===== config.mk =====
export PLATFORM = sky130hd
export DESIGN_NAME = led_output_ctrl
export DESIGN_NICKNAME = d
export VERILOG_FILES = /design/src/rtl/led_output_ctrl.sv
export SDC_FILE = /design/constraint.sdc
export NUM_CORES = 1
export LEC_CHECK = 0
export CAP_MARGIN = 15
export CORE_MARGIN = 1
export CORE_UTILIZATION = 35
export DETAILED_ROUTE_END_ITERATION = 12
export GPL_TIMING_DRIVEN = 0
export PLACE_DENSITY = 0.55
export SYNTH_ARGS = -nofsm -noshare
export SYNTH_HDL_FRONTEND = slang
export SYNTH_SLANG_ARGS = --single-unit
export TNS_END_PERCENT = 50

===== constraint.sdc =====
create_clock -name CLK_mips -period 2.6 [get_ports CLK_mips]
set_input_delay 0.52 -clock CLK_mips [delete_from_list [all_inputs] [get_ports CLK_mips]]
set_output_delay 0.52 -clock CLK_mips [all_outputs]
set_load 0.005 [all_outputs]

===== src/rtl/led_output_ctrl.sv =====
// LED output controller: four write/readable registers that drive each LED channel
// as static, blinking, PWM-dimmed or blinking-PWM.
module led_output_ctrl #(
   parameter int unsigned N_LED      = 4,
   parameter int unsigned PWM_BITS   = 8,
   parameter int unsigned BLINK_BITS = 16
) (
   input  logic             CLK_mips,
   input  logic             RST,
   input  logic             WE,
   input  logic [1:0]       addr,
   input  logic [31:0]      write_data,
   output logic [31:0]      read_data,
   output logic [N_LED-1:0] LED
);

   localparam logic [1:0] AddrData  = 2'd0;
   localparam logic [1:0] AddrMode  = 2'd1;
   localparam logic [1:0] AddrDuty  = 2'd2;
   localparam logic [1:0] AddrBlink = 2'd3;

   logic [N_LED-1:0]      data_q, data_d;
   logic [2*N_LED-1:0]    mode_q, mode_d;
   logic [PWM_BITS-1:0]   duty_q, duty_d;
   logic [BLINK_BITS-1:0] blink_q, blink_d;
   logic [PWM_BITS-1:0]   pwm_cnt_q, pwm_cnt_d;
   logic [BLINK_BITS-1:0] blink_cnt_q, blink_cnt_d;
   logic                  blink_phase_q, blink_phase_d;
   logic [N_LED-1:0]      led_q, led_d;
   logic                  pwm_on;
   logic                  unused_wdata;

   assign unused_wdata = ^write_data;
   assign pwm_on       = (pwm_cnt_q < duty_q);

   always_comb begin
      data_d  = data_q;
      mode_d  = mode_q;
      duty_d  = duty_q;
      blink_d = blink_q;
      if (WE) begin
         unique case (addr)
            AddrData:  data_d  = write_data[N_LED-1:0];
            AddrMode:  mode_d  = write_data[2*N_LED-1:0];
            AddrDuty:  duty_d  = write_data[PWM_BITS-1:0];
            AddrBlink: blink_d = write_data[BLINK_BITS-1:0];
            default:   ;
         endcase
      end
   end

   always_comb begin
      pwm_cnt_d     = pwm_cnt_q + PWM_BITS'(1);
      blink_cnt_d   = blink_cnt_q - BLINK_BITS'(1);
      blink_phase_d = blink_phase_q;
      // A BLINK write restarts the countdown without disturbing the phase.
      if (WE && (addr == AddrBlink)) begin
         blink_cnt_d = write_data[BLINK_BITS-1:0];
      end else if (blink_cnt_q == '0) begin
         blink_cnt_d   = blink_q;
         blink_phase_d = ~blink_phase_q;
      end
   end

   always_comb begin
      led_d = '0;
      for (int i = 0; i < N_LED; i++) begin
         unique case (mode_q[2*i +: 2])
            2'b00:   led_d[i] = data_q[i];
            2'b01:   led_d[i] = data_q[i] & blink_phase_q;
            2'b10:   led_d[i] = data_q[i] & pwm_on;
            default: led_d[i] = data_q[i] & blink_phase_q & pwm_on;
         endcase
      end
   end

   always_comb begin
      read_data = '0;
      unique case (addr)
         AddrData:  read_data = 32'(data_q);
         AddrMode:  read_data = 32'(mode_q);
         AddrDuty:  read_data = 32'(duty_q);
         AddrBlink: read_data = 32'(blink_q);
         default:   read_data = '0;
      endcase
   end

   always_ff @(posedge CLK_mips or posedge RST) begin
      if (RST) begin
         data_q        <= '0;
         mode_q        <= '0;
         duty_q        <= '0;
         blink_q       <= '0;
         pwm_cnt_q     <= '0;
         blink_cnt_q   <= '0;
         blink_phase_q <= 1'b0;
         led_q         <= '0;
      end else begin
         data_q        <= data_d;
         mode_q        <= mode_d;
         duty_q        <= duty_d;
         blink_q       <= blink_d;
         pwm_cnt_q     <= pwm_cnt_d;
         blink_cnt_q   <= blink_cnt_d;
         blink_phase_q <= blink_phase_d;
         led_q         <= led_d;
      end
   end

   assign LED = led_q;

endmodule


==> impl_metrics.tcl, run 1 <==
set metrics [dict create \
    postRouteAntennaNets 0 \
    synthTopCellsByCount "dfrtp_1 (65), nand2_1 (61), o21ai_1 (23)" \
    worst_pin_slew_ns 0.808 \
    dpl_cell_area_sq_um 4080 \
    pwr-share-seq 0.462 \
    die_area_sq_um 10300 \
    hold_class "flop to flop" \
    fin_skew_ns 0.00525 \
    drc_errors 0 \
    synth_edf_count 0 \
    syn_inst 343 \
    dr_wl_met2_um 3630 \
    cp-end-kind "primary output" \
    place.gp.congestion 0.838 \
    synth.most_common_cell "dfrtp_1" \
    crit_path_end "read_data[0]" \
    setup_violations 0 \
    synth_warnings 0 \
    wl_met1_um 4060 \
    antenna_found_initial 0 \
    dpl.hpwl_um 5730 \
    coreArea_sq_um 9420 \
    numCtsBuffers 9 \
    synth_area_sq_um 3470 \
    crit_fanout 5 \
    cp_cell_sequence "dlygate4sd2_1 > buf_6 > mux4_2 > clkdlybuf4s50_1" \
    met3_length_um 270 \
    firstDrtPassIters 4 \
    grt_pass1_wl_um 13200 \
    antenna_cells 0 \
    maxCapViolations 0 \
    avgSynthCellArea_sq_um 10.1 \
    yosysSeqAreaShare 0.469 \
    path_class "input pin to primary output" \
    cts.root.buffer_cell "clkbuf_8" \
    fp.dieW_um 102 \
    io_pins 73 \
    rrSetupSlack_ns 0.73 \
    drive_gt1_frac 0.196 \
    routed_via_density 4.83 \
    rsz0062_at_grt "false" \
    highest_layer "met4" \
    multi_input_comb_area_sq_um 1640 \
    yosys.area.top_type "dfrtp_1" \
    p_int_uw 2150 \
    layout.cells.non_filler 543 \
    synth_top_area_share 0.469 \
    slew_headroom 0.461 \
    max_stage_delay_ns 0.51 \
    synth_ff_type "dfrtp_1" \
    clock_latency_ns 0.34 \
    grt_max_degree 66 \
    hold_ws_ns 0.467 \
    cp.arrival_ns 1.97 \
    initial_utilization 0.369 \
    cp.required_ns 2.08 \
    slowest_stage "mux4_2" \
    period_share 0.958 \
    ys_seq_elements 65 \
    synth-async-reset-ratio 1.00 \
    clk_path_buf_depth 2 \
    crit_start "addr[1]" \
    pwr-share-clk 0.279 \
    tritoncts "done" \
    place_inst 526 \
    pwr-share-comb 0.259 \
    p_switching_uw 986 \
    gr-total-overflow 0 \
    r2r_end "blink_cnt_q[13]$_DFF_PP0_" \
    power_leakage_uw 0.00201 \
    final_area_sq_um 4300 \
    drv_slew 0 \
    num_vias 2622 \
    timing.final.crit_period_ns 2.49 \
    cts.sinks 65 \
    row_count 35 \
    synth_cell_type_count 49 \
    finalHoldViolCount 0 \
    nets 457 \
    fmax_mhz 401 \
    grt_pass1_vias 2543 \
    wl_um 8080 \
    fillers 903 \
    r2r_start "blink_cnt_q[0]$_DFF_PP0_" \
    detail_route.iter0.violations 132 \
    ir_worst_vdd_mv 0.306 \
    clk_transition_reported_paths_ns 0.07 \
    ff_latch_area_sq_um 1630 \
    grtUsageTotal 0.172 \
    status "finished clean" \
    crit_path_start_kind "input pin" \
    synth.area.top_cells "dfrtp_1 (47%), nand2_1 (6.6%), mux2_2 (6.5%)" \
    swShare 0.314 \
    htree_levels 3 \
    area_growth_pct 23.9 \
    die_h_um 102 \
    wl_per_cell_um 14.9 \
    final_core_util 0.457 \
    r2r_cells 7 \
    io_buffers 39 \
    powerDensity_nw_per_um2 729 \
    hp-start "mode_q[1]$_DFFE_PP0P_" \
]
==> critical path, delay by kind of cell <==
family	cells	cell delay (ns)
buffers and inverters	3	0.94
muxes	1	0.51
==> cell usage in the layout (no fill, tap or decap), drive strengths merged, types with 13 or more instances in the layout <==
master         instances
dfrtp                 65
nand2                 63
clkdlybuf4s50         38
o21ai                 33
buf                   23
mux2                  20
clkbuf                20
nor2                  17
conb                  16
inv                   15
a21oi                 13
==> worst min path at each step <==
stage                             to  slack [ns]  cells past startpoint
global placement    LED[0]$_DFF_PP0_        0.47                      1
detailed placement  LED[0]$_DFF_PP0_        0.47                      1
global route        LED[0]$_DFF_PP0_        0.49                      1
floorplan           LED[0]$_DFF_PP0_        0.43                      1
CTS                 LED[0]$_DFF_PP0_        0.48                      1
finish              LED[0]$_DFF_PP0_        0.47                      1
==> sequential cells by signal, indices dropped and copies added (netlist names) <==
name and flops:
blink_cnt_q 16, blink_q 16, duty_q 8, mode_q 8
pwm_cnt_q 8, LED 4, data_q 4, blink_phase_q 1
==> through the flow <==
stage                     setup slack (ns)  TNS, ns  power [uW]
after floorplan                      0.454        0        1980
after global placement              -0.831   -59.66        2260
after detailed placement            -0.478    -5.72        2270
after CTS                           0.0128        0        3170
after global routing                0.0386        0        3330
final                                0.109        0        3140
==> final cells by class <==
| cell class | count | area share |
|---|---|---|
| Buffer | 30 | 0.0512 |
| Clock buffer | 12 | 0.0361 |
| Clock inverter | 3 | 0.00931 |
| Inverter | 15 | 0.0137 |
| Multi-Input combinational cell | 248 | 0.381 |
| Sequential cell | 65 | 0.378 |
| Tap cell | 129 | 0.0375 |
| Timing Repair Buffer | 41 | 0.0934 |
==> power by group through the flow <==
stage	combinational (uW)	sequential, uW	clock (uW)
after floorplan	577	1410	0
after global placement	802	1460	0
after detailed placement	812	1460	0
after CTS	822	1450	897
after global routing	919	1480	933
final	812	1450	874
==> repair_timing <==
item,4_1_cts,5_1_grt
endpoints found under the setup margin,14,8
gates resized for setup,5,4
pin swaps,0,0
cloned,1,0
buffers inserted,1,0
hold buffers,0,0
==> routing by layer <==
layer  GRT usage  up-vias
met5           0        -
met4      0.0780        0
met3      0.0283       11
met2       0.247       53
met1       0.254     1271
li1            -     1287
==> kinds of logic (layout without fill, tap and decap cells) <==
group	after synthesis	count (layout)	synth area share
XOR/XNOR	16	16	0.0404
buffers and inverters	45	101	0.0768
AO/OA/AOI/OAI	60	60	0.104
flip-flops	65	65	0.469
multiplexers	24	24	0.0908
AND/OR/NAND/NOR	122	122	0.182
other	1	16	0.00108
adder cells (fa/ha/maj)	10	10	0.0360
Note: power is estimated with default switching activity, not from simulation.
==> inputs of run 2 (changes only) <==
--- a/config.mk
+++ b/config.mk
@@ -7,10 +7,11 @@
 export LEC_CHECK = 0
 export CAP_MARGIN = 15
 export CORE_MARGIN = 1
-export CORE_UTILIZATION = 35
+export CORE_UTILIZATION = 30
 export DETAILED_ROUTE_END_ITERATION = 12
 export GPL_TIMING_DRIVEN = 0
-export PLACE_DENSITY = 0.55
+export PLACE_DENSITY = 0.49
+export RECOVER_POWER = 100
 export SYNTH_ARGS = -nofsm -noshare
 export SYNTH_HDL_FRONTEND = slang
 export SYNTH_SLANG_ARGS = --single-unit
==> run 2 against run 1 <==
  * Global-route usage shrank 1.9 points
  * Final cell count grew 2.2%
  * Clock power grew 45%
  * Non-clock buffer count is the same
  * Die area grew 16%
  * Register-to-register slack lost 0.27 ns
  * Clock skew grew 0.0022 ns
==> impl_metrics.tcl, run 2 (same netlist as run 1, synthesis figures left out) <==
set metrics [dict create \
    status "finished clean" \
    whs_path_depth 1 \
    grtUsageTotal 0.154 \
    htree_levels 3 \
    firstDrtPassIters 4 \
    max_stage_delay_ns 0.52 \
    clk_transition_reported_paths_ns 0.06 \
    period_share 0.963 \
    grt_pass1_vias 2547 \
    numCtsBuffers 9 \
    grt_pass1_wl_um 13400 \
    grtUsageMet3 0.0290 \
    cts.root.buffer_cell "clkbuf_16" \
    cp.required_ns 2.08 \
    fp.dieW_um 110 \
    grt.busiest_layer "met2" \
    cp_cell_sequence "dlygate4sd2_1 > buf_6 > mux4_2 > clkdlybuf4s50_1" \
    tritoncts "done" \
    finalHoldViolCount 0 \
    worst-path-buf-inv 3 \
    power_leakage_uw 0.00205 \
    final_common_cell "dfrtp_1" \
    hold_ws_ns 0.471 \
    area_growth_pct 26.9 \
    total_power_uw 3510 \
    detail_route.iter0.violations 92 \
    cts.sinks 65 \
    r2r_cells 7 \
    slew_headroom 0.0906 \
    fin_tns_setup_ns 0 \
    powerDensity_nw_per_um2 796 \
    drive_gt1_frac 0.193 \
    fillers 1122 \
    reg_top3 "blink_cnt_q (16), blink_q (16)" \
    fin_skew_ns 0.00748 \
    critPathTopFamily "buffers and inverters" \
    wl_per_cell_um 14.9 \
    timing.final.crit_period_ns 2.50 \
    crit_fanout 5 \
    antenna_cells 0 \
    coreArea_sq_um 11100 \
    gr-total-overflow 0 \
    dpl_cell_area_sq_um 4100 \
    mostFrequentLayoutCells "dfrtp_1 (65), nand2_1 (61), clkdlybuf4s50_1 (31)" \
    antenna_found_initial 0 \
    row_count 38 \
    crit_path_start_kind "input pin" \
    dpl.hpwl_um 5920 \
    path_class "input pin to primary output" \
    clk_path_buf_depth 2 \
    use_met2 0.234 \
    hold_class "flop to flop" \
    drc_errors 0 \
    final_core_util 0.397 \
    initial_utilization 0.313 \
    rsz0062_at_grt "false" \
    worst-path-stages 4 \
    io_pins 73 \
    worst_pin_slew_ns 1.36 \
    die_h_um 110 \
    ctsHoldBuffers 0 \
    postRouteAntennaNets 0 \
    nets 457 \
    drv_slew 0 \
    num_vias 2659 \
    ir_worst_vdd_mv 0.303 \
    grt_max_degree 66 \
    met1_usage 0.215 \
    maxCapViolations 0 \
    place.gp.congestion 0.742 \
    clock_latency_ns 0.33 \
    routed_via_density 4.79 \
    slowest_stage "mux4_2" \
    final_area_sq_um 4400 \
    cp-end-kind "primary output" \
    die_area_sq_um 12000 \
    cp.arrival_ns 1.98 \
    setup_violations 0 \
    io_buffers 39 \
    fmax_mhz 399 \
    wl_um 8280 \
]
-- run 2: worst register-to-register path, cell delays in order (launching register included) --
cell and delay (ns):
dfrtp_1 0.42, inv_1 0.10, ha_1 0.13, nor4b_1 0.53, nand2_2 0.23, nor3_1 0.38, nor2_1 0.09, o21ai_0 0.17
-- run 2: routing by layer --
metal / up-vias / wire [um]
met3: 11 / 301
met1: 1301 / 4100
met5: - / 0
met2: 52 / 3750
li1: 1295 / -
met4: 0 / 136
-- run 2: path summary, 6_finish.rpt --
kind | startpoint | end | slack (ns)
min in group asynchronous | RST | blink_q[12]$_DFFE_PP0P_ | 1.01
max in group asynchronous | RST | blink_cnt_q[5]$_DFF_PP0_ | 0.73
worst min-delay path | mode_q[1]$_DFFE_PP0P_ | LED[0]$_DFF_PP0_ | 0.47
worst max register to register | blink_cnt_q[0]$_DFF_PP0_ | blink_cnt_q[6]$_DFF_PP0_ | 0.46
worst min register to register | mode_q[1]$_DFFE_PP0P_ | LED[0]$_DFF_PP0_ | 0.47
worst max-delay path | addr[1] | read_data[0] | 0.1
-- run 2: final cells by class --
type | count | area (sq um) | share of cell area
well taps | 140 | 175 | 0.0398
clock buffers | 11 | 253 | 0.0574
inverters | 15 | 56.3 | 0.0128
repair buffers | 41 | 402 | 0.0912
clock inverters | 5 | 61.3 | 0.0139
plain buffers | 30 | 204 | 0.0463
multi-input cells | 248 | 1630 | 0.369
flip-flops and latches | 65 | 1630 | 0.369
-- run 2: metrics by stage --
stage	instances	worst slack [ns]
after floorplan	358	0.454
after global placement	537	-0.797
after detailed placement	537	-0.527
after CTS	555	0.0738
after global routing	555	0.0223
final	555	0.0954
-- run 2: repair_timing --
item,CTS,global route
gates cloned,1,0
gates resized for setup,7,2
endpoints found under the setup margin,16,6
setup buffers,1,0
-- run 2: report_power, final --
part | internal, uW | leakage, uW | switching [uW]
clock | 801 | 0.000157 | 467
combinational | 426 | 0.00111 | 369
sequential | 1220 | 0.000789 | 220
total | 2450 | 0.00205 | 1060
